**config.mk**
```make
export PLATFORM = sky130hd
export DESIGN_NAME = mf_frame_scheduler
export DESIGN_NICKNAME = d
export VERILOG_FILES = /design/src/rtl/mf_ctrl_pkg.sv /design/src/rtl/mf_frame_scheduler.sv
export SDC_FILE = /design/constraint.sdc
export NUM_CORES = 1
export LEC_CHECK = 0
export BUFFER_PORTS_ARGS = -buffer_cell sky130_fd_sc_hd__clkbuf_2
export CELL_PAD_IN_SITES_DETAIL_PLACEMENT = 0
export CELL_PAD_IN_SITES_GLOBAL_PLACEMENT = 1
export CORE_MARGIN = 5
export CORE_UTILIZATION = 46
export CTS_CLUSTER_DIAMETER = 40
export DETAILED_ROUTE_END_ITERATION = 7
export PLACE_DENSITY = 0.95
export SLEW_MARGIN = 20
export SYNTH_ARGS = -nofsm -noshare
export SYNTH_HDL_FRONTEND = slang
export SYNTH_SLANG_ARGS = --single-unit
export TNS_END_PERCENT = 100
```
**constraint.sdc**
```tcl
create_clock -name clk_i -period 3.1 [get_ports clk_i]
set_input_delay 0.31 -clock clk_i [delete_from_list [all_inputs] [get_ports clk_i]]
set_output_delay 0.31 -clock clk_i [all_outputs]
set_load 0.01 [all_outputs]
```
**src/rtl/mf_ctrl_pkg.sv**
```systemverilog
// Shared types and helpers for the median-filter frame scheduler.
package mf_ctrl_pkg;

    typedef enum logic [1:0] {
        ST_SEARCH = 2'd0,
        ST_LOCKED = 2'd1,
        ST_RESYNC = 2'd2
    } sched_state_e;

    // Bits needed to hold 0..max_val, never less than one.
    function automatic int unsigned cnt_width(input int unsigned max_val);
        return (max_val < 1) ? 1 : $clog2(max_val + 1);
    endfunction

endpackage

```
**src/rtl/mf_frame_scheduler.sv**
```systemverilog
// Tracks frame geometry on a tapped AXI-Stream and applies the median-filter
// enable only at frame boundaries; flags line, frame and SOF errors.
module mf_frame_scheduler
    import mf_ctrl_pkg::*;
#(
    parameter int unsigned FRAME_RES_X     = 1920,
    parameter int unsigned FRAME_RES_Y     = 1080,
    parameter int unsigned FRAME_CNT_WIDTH = 16
) (
    input  logic                       clk_i,
    input  logic                       rst_n_i,
    input  logic                       en_req_i,
    input  logic                       err_clr_i,
    input  logic                       tvalid_i,
    input  logic                       tready_i,
    input  logic                       tuser_i,
    input  logic                       tlast_i,
    output logic                       mf_en_o,
    output logic                       en_ack_o,
    output logic                       locked_o,
    output logic [FRAME_CNT_WIDTH-1:0] frame_cnt_o,
    output logic                       err_line_o,
    output logic                       err_frame_o,
    output logic                       err_sof_o
);

    localparam int unsigned X_W = cnt_width(FRAME_RES_X - 1);
    localparam int unsigned Y_W = cnt_width(FRAME_RES_Y);
    localparam logic [X_W-1:0] X_LAST = X_W'(FRAME_RES_X - 1);
    localparam logic [Y_W-1:0] Y_END  = Y_W'(FRAME_RES_Y);

    sched_state_e   state;
    logic [X_W-1:0] x_cnt;
    logic [Y_W-1:0] y_cnt;
    logic           beat;
    logic           sof;

    assign beat = tvalid_i & tready_i;
    assign sof  = beat & tuser_i;

    // FSM, geometry counters and registered outputs.
    always_ff @(posedge clk_i) begin
        if (!rst_n_i) begin
            state       <= ST_SEARCH;
            x_cnt       <= '0;
            y_cnt       <= '0;
            frame_cnt_o <= '0;
            mf_en_o     <= 1'b0;
            en_ack_o    <= 1'b0;
            locked_o    <= 1'b0;
            err_line_o  <= 1'b0;
            err_frame_o <= 1'b0;
            err_sof_o   <= 1'b0;
        end else begin
            en_ack_o <= 1'b0;
            // Clear first so that a same-cycle error set below takes priority.
            if (err_clr_i) begin
                err_line_o  <= 1'b0;
                err_frame_o <= 1'b0;
                err_sof_o   <= 1'b0;
            end

            if (sof) begin
                if (state == ST_LOCKED) begin
                    if ((y_cnt == Y_END) && (x_cnt == '0)) begin
                        frame_cnt_o <= frame_cnt_o + FRAME_CNT_WIDTH'(1);
                    end else begin
                        err_frame_o <= 1'b1;
                    end
                    if (x_cnt != '0) begin
                        err_sof_o <= 1'b1;
                    end
                end
                mf_en_o  <= en_req_i;
                en_ack_o <= en_req_i ^ mf_en_o;
                x_cnt    <= tlast_i ? '0 : X_W'(1);
                y_cnt    <= '0;
                state    <= ST_LOCKED;
                locked_o <= 1'b1;
            end else if (beat && (state == ST_LOCKED)) begin
                if (y_cnt == Y_END) begin
                    // Data after the last line but before the next SOF.
                    err_frame_o <= 1'b1;
                    state       <= ST_RESYNC;
                    locked_o    <= 1'b0;
                end else if (x_cnt == X_LAST) begin
                    if (tlast_i) begin
                        x_cnt <= '0;
                        y_cnt <= y_cnt + Y_W'(1);
                    end else begin
                        err_line_o <= 1'b1;
                        state      <= ST_RESYNC;
                        locked_o   <= 1'b0;
                    end
                end else if (tlast_i) begin
                    err_line_o <= 1'b1;
                    state      <= ST_RESYNC;
                    locked_o   <= 1'b0;
                end else begin
                    x_cnt <= x_cnt + X_W'(1);
                end
            end
        end
    end

endmodule

```
; Yosys cells after proc, flatten, opt, wreduce, memory -nomap -nowiden
; Cells that the tools add are included.
[classes]
addsub = 3
n_mul = 0
div = 0
n_lt_le_gt_ge = 0
n_eq_ne = 8
shifts = 0
mux = 36
bitwise = 5
n_reduce_logical = 14
[ops]
columns = op, n
row1 = $mux W11, 6
row2 = $mux W1, 26
row3 = $add A11 B1 Y11 const B, 2
row4 = $eq A11 B11 Y1 const B, 2
row5 = $add A16 B1 Y16 const B, 1
row6 = $logic_not A11 Y1, 1
row7 = $reduce_bool A11 Y1, 1
row8 = $reduce_and A3 Y1, 3
row9 = $mux W2, 4
row10 = $reduce_and A4 Y1, 2
row11 = $ne A3 B3 Y1 const B, 2
row12 = $ne A4 B4 Y1 const B, 1
row13 = $reduce_bool A4 Y1, 1
row14 = $ne A3 B1 Y1 const B, 1
row15 = $reduce_bool A3 Y1, 1
row16 = $and A1 B1 Y1, 2
row17 = $eq A2 B1 Y1 const B, 1
row18 = $logic_and A1 B1 Y1, 2
row19 = $ne A2 B2 Y1 const B, 1
row20 = $not A1 Y1, 2
row21 = $reduce_and A2 Y1, 1
row22 = $reduce_bool A2 Y1, 1
row23 = $reduce_or A2 Y1, 1
row24 = $xor A1 B1 Y1, 1
[totals]
reg_bits = 46
latchBits = 0
ram_bits = 0
rom_bits = 0
in_bits = 8
word_cells = 77
n_memories = 0

; Depth between registers and ports, before layout
[depth]
word_depth = 6
mapped_depth = 8
ltp_nobuf = 7

; Worst setup path after synthesis
; No wires, ideal clock.
[synth_timing]
path_type = register to register
startpoint = register y_cnt[0]
endpoint = register x_cnt[7]
setup_time_ps = 67
arrival_time_ps = 1923
slack_ps = 1110
stages_incl_launch_ff = 8
path_buffers = 0
synth_period_minus_slack_ps = 1990
cell_sequence = dfxtp_1 > inv_1 > ha_1 > nor4b_2 > a31o_2 > or4_4 > or3_1 > a21oi_2
[synth_between]
elab_chain_cells = 3
[synth_rtl]
columns = item, line_no
row1 = "start, declared", mf_frame_scheduler.sv:34  ; logic [Y_W-1:0] y_cnt;
row2 = "start signal, assigned", mf_frame_scheduler.sv:89  ; y_cnt <= y_cnt + Y_W'(1);
row3 = $eq A11 B11 Y1, mf_frame_scheduler.sv:81  ; if (y_cnt == Y_END) begin
row4 = $ne A2 B2 Y1 (no line), -
row5 = $reduce_and A4 Y1 (no line), -
row6 = "end signal, assigned", mf_frame_scheduler.sv:76  ; x_cnt <= tlast_i ? '0 : X_W'(1);
row7 = "end signal, assigned", mf_frame_scheduler.sv:100  ; x_cnt <= x_cnt + X_W'(1);
row8 = "end, declared", mf_frame_scheduler.sv:33  ; logic [X_W-1:0] x_cnt;
; Every way passes these cells.
; A chain may end at the register's enable or synchronous reset.

; Final worst setup path
[layout_timing]
startpoint = register x_cnt[0]
endpoint = register y_cnt[10]
[layout_between]
elab_chain_cells = 2
[layout_rtl]
columns = item, line_no
row1 = $eq A11 B11 Y1, mf_frame_scheduler.sv:86  ; end else if (x_cnt == X_LAST) begin
row2 = $reduce_and A4 Y1 (no line), -
; Every way passes these cells.

==> metrics.md <==
| Metric | Value |
|---|---|
| Status | `completed` |
| Die area | `6690 µm²` |
| Worst Path Required | `3.25 ns` |
| Initial core utilization | `0.470` |
| Drt total wl | `5.47 mm` |
| Syn Std Cell Area | `2370 µm²` |
| Crit path launch type | `flip-flop` |
| Largest net degree at the start of global routing | `23` |
| Slew @ Worst Pin | `0.784 ns` |
| Top cell type's share of synthesized area | `0.380` |
| Clk_lat worst skew | `0.30 ns` |
| Cts repair resizes | `0` |
| Hold Worst Slack | `0.255 ns` |
| Synth Area per Inst | `8.23 µm²` |
| Vias/cell | `5.69` |
| Synth cell count leaders | `dfxtp_1, nand2_1, a21oi_1` |
| NetSw | `234 µW` |
| Antenna Nets Post-Route | `0` |
| Power density over the cells | `387 nW/µm²` |
| CTS Hold Bufs | `0` |
| GRT Util Overall | `0.176` |
| WL/cell | `14.3 µm` |
| Io pins | `30` |
| Overflow after GRT | `0` |
| Nets | `325` |
| Max IR drop VDD | `0.321 mV` |
| Comb pwr share | `0.043` |
| Fin. max-slew vios | `0` |
| Largest cells by area after synthesis | `dfxtp_1, a21oi_1, xnor2_1, nand3_1, nand2_1` |
| CP max FO | `8` |
| GPL Wtd Cong | `0.839` |
| Antenna Diode Count | `0` |
| Vias in the first global route | `2007` |
| Crit path DAT | `2.48 ns` |
| Ys flop type | `dfxtp_1` |
| RSZ-0062 raised after global routing | `no` |
| Fmax | `0.430 GHz` |
| Setup repair bufs after CTS | `0` |
| Ys async rst share | `0` |
| MaxCap Viol Count | `0` |
| Die Span Y | `81.8 µm` |
| CTS tree | `yes` |
| Global-route wire length before repair | `9.34 mm` |
| H-tree Lvls | `2` |
| CTS Sinks | `45` |
| Layout fillers | `482` |
| Clock share of power | `0.390` |
| Leak Pwr | `0.930 nW` |
| CP cell instances | `ha_1 > and4_1 > nand3_1 > nor4_1 > a21o_1 > a21oi_1` |
| Count of different cell masters after synthesis | `46` |
| Top delay family on crit path | `simple AND/OR/NAND/NOR gates` |
| Hold WC Path Type | `input pin to flip-flop` |
| Crit-path max cell delay | `0.60 ns` |
| Vias | `2178` |
| Final worst-path cycle share | `0.750` |
| DRC viols | `0` |
| Initial antenna violation count | `0` |
| Post-Layout Cell Count | `383` |
| Root Driver | `clkbuf_8` |
| Synthesized Nets | `301` |
| Share of cells above drive strength 1 | `0.157` |
| Yosys reg bits | `45` |
| Critical Path Slowest Stage Cell | `nor4_1` |
| Drt pass-1 iters | `4` |
| CP Class | `flip-flop to flip-flop` |
| Row count | `26` |
| Sw Share | `0.227` |
| CTS buffer count | `5` |
| Internal Power | `794 µW` |
| Buf/Inv on CP | `0` |
| Port bufs | `29` |
| Placed instance count | `375` |
| Setup TNS | `0 ns` |
| Area growth from synthesis to layout | `12.0%` |
| Clk_skew | `0.00296 ns` |
| Headroom to the max-slew limit | `0.476` |
| Hpwl dp | `4.05 mm` |
| Sequential share of the synthesized area | `0.380` |
| Most repeated cell in the gate-level netlist after synthesis | `dfxtp_1` |
| Final hold vios | `0` |
| Initial DRC Count | `106` |
| Setup violators final | `0` |
| Sequential share of power | `0.567` |
| Crit end category | `flip-flop` |
| Minimum clock period | `2.33 ns` |
| Clock Tree Buf Depth | `2` |
| Core area | `5040 µm²` |
| Post-synthesis cell count | `288` |
| Clock transition at the registers of the reported paths | `0.08 ns` |
| Synth area leader | `dfxtp_1` |
| DIE WIDTH | `81.8 µm` |
| YS warnings | `0` |
| EDFF count, synth | `0` |
worst register-to-register path: stages (launching register included):
cell and delay (ns):
dfxtp_1 0.47, ha_1 0.26, and4_1 0.30, nand3_1 0.29, nor4_1 0.60, a21o_1 0.21
a21oi_1 0.06
metal layers:
layer	GRT usage	vias up	routed length, µm
met2	0.289	37	2600
met4	0.0598	0	92
met3	0.0318	11	189
met1	0.232	1030	2590
li1	-	1100	-
met5	0	-	0
placed cells by master (no fill, tap or decap), drive strengths merged, types with 2 or more instances in the layout:
master,instances
a21o,2
a21oi,24
a311oi,3
a31oi,3
a41oi,2
and2,4
and3,4
and4,5
clkbuf,36
clkinv,2
dfxtp,45
ha,5
inv,13
mux2i,5
nand2,24
nand2b,4
nand3,20
nand4,12
nor2,21
nor2b,3
nor3,8
nor4,13
o21ai,16
o31ai,2
or3,11
or4,2
xnor2,12
per-stage QoR:
stage                     power [mW]   util  setup WS (ns)  cell area (µm²)
after floorplan                0.625      -           1.11             2370
after global placement         0.640  0.506          0.951             2550
after detailed placement       0.641  0.506          0.857             2550
after CTS                       1.04  0.526          0.828             2650
after global routing            1.08  0.526          0.564             2650
final                           1.03  0.526          0.774             2650
cells by family after synthesis:
family | count (synthesis) | share of synthesized area
AOI/OAI and AO/OA | 59 | 0.150
xor gates and xnor gates | 13 | 0.0480
adders and majority gates | 5 | 0.0264
buffers and inverters | 26 | 0.0433
DFF | 45 | 0.380
muxes | 5 | 0.0211
and+or+nand+nor | 135 | 0.331
power groups by stage:
stage,registers [mW],clock network (mW),logic [mW]
floorplan,0.597,0,0.0276
global placement,0.597,0,0.0436
detailed placement,0.597,0,0.0439
CTS,0.583,0.416,0.0440
global route,0.584,0.443,0.0490
finish,0.583,0.401,0.0438
worst paths after layout:
path / slack [ns] / to / cells after the start / start
max: 0.77 / y_cnt[10]$_SDFFE_PP0P_ / 6 / x_cnt[0]$_SDFFE_PN0P_
min: 0.26 / mf_en_o$_SDFFE_PN0P_ / 3 / en_req_i
max reg2reg: 0.77 / y_cnt[10]$_SDFFE_PP0P_ / 6 / x_cnt[0]$_SDFFE_PN0P_
min reg2reg: 0.49 / mf_en_o$_SDFFE_PN0P_ / 2 / mf_en_o$_SDFFE_PN0P_
state kept, by name, summed over array words and instances, names as in the netlist:
name,flops
mf_en_o,1
locked_o,1
frame_cnt_o,16
state,1
err_line_o,1
err_frame_o,1
y_cnt,11
x_cnt,11
en_ack_o,1
err_sof_o,1
area by class of cell:
class	instances	area, µm²	share of cell area
Clock inverter	1	5.00	0.00189
Inverter	14	52.6	0.0198
Clock buffer	7	96.3	0.0363
Multi-Input combinational cell	217	1370	0.515
Sequential cell	45	901	0.339
Tap cell	70	87.6	0.0330
Timing Repair Buffer	29	145	0.0547
Power figures use the tool's default switching activity.
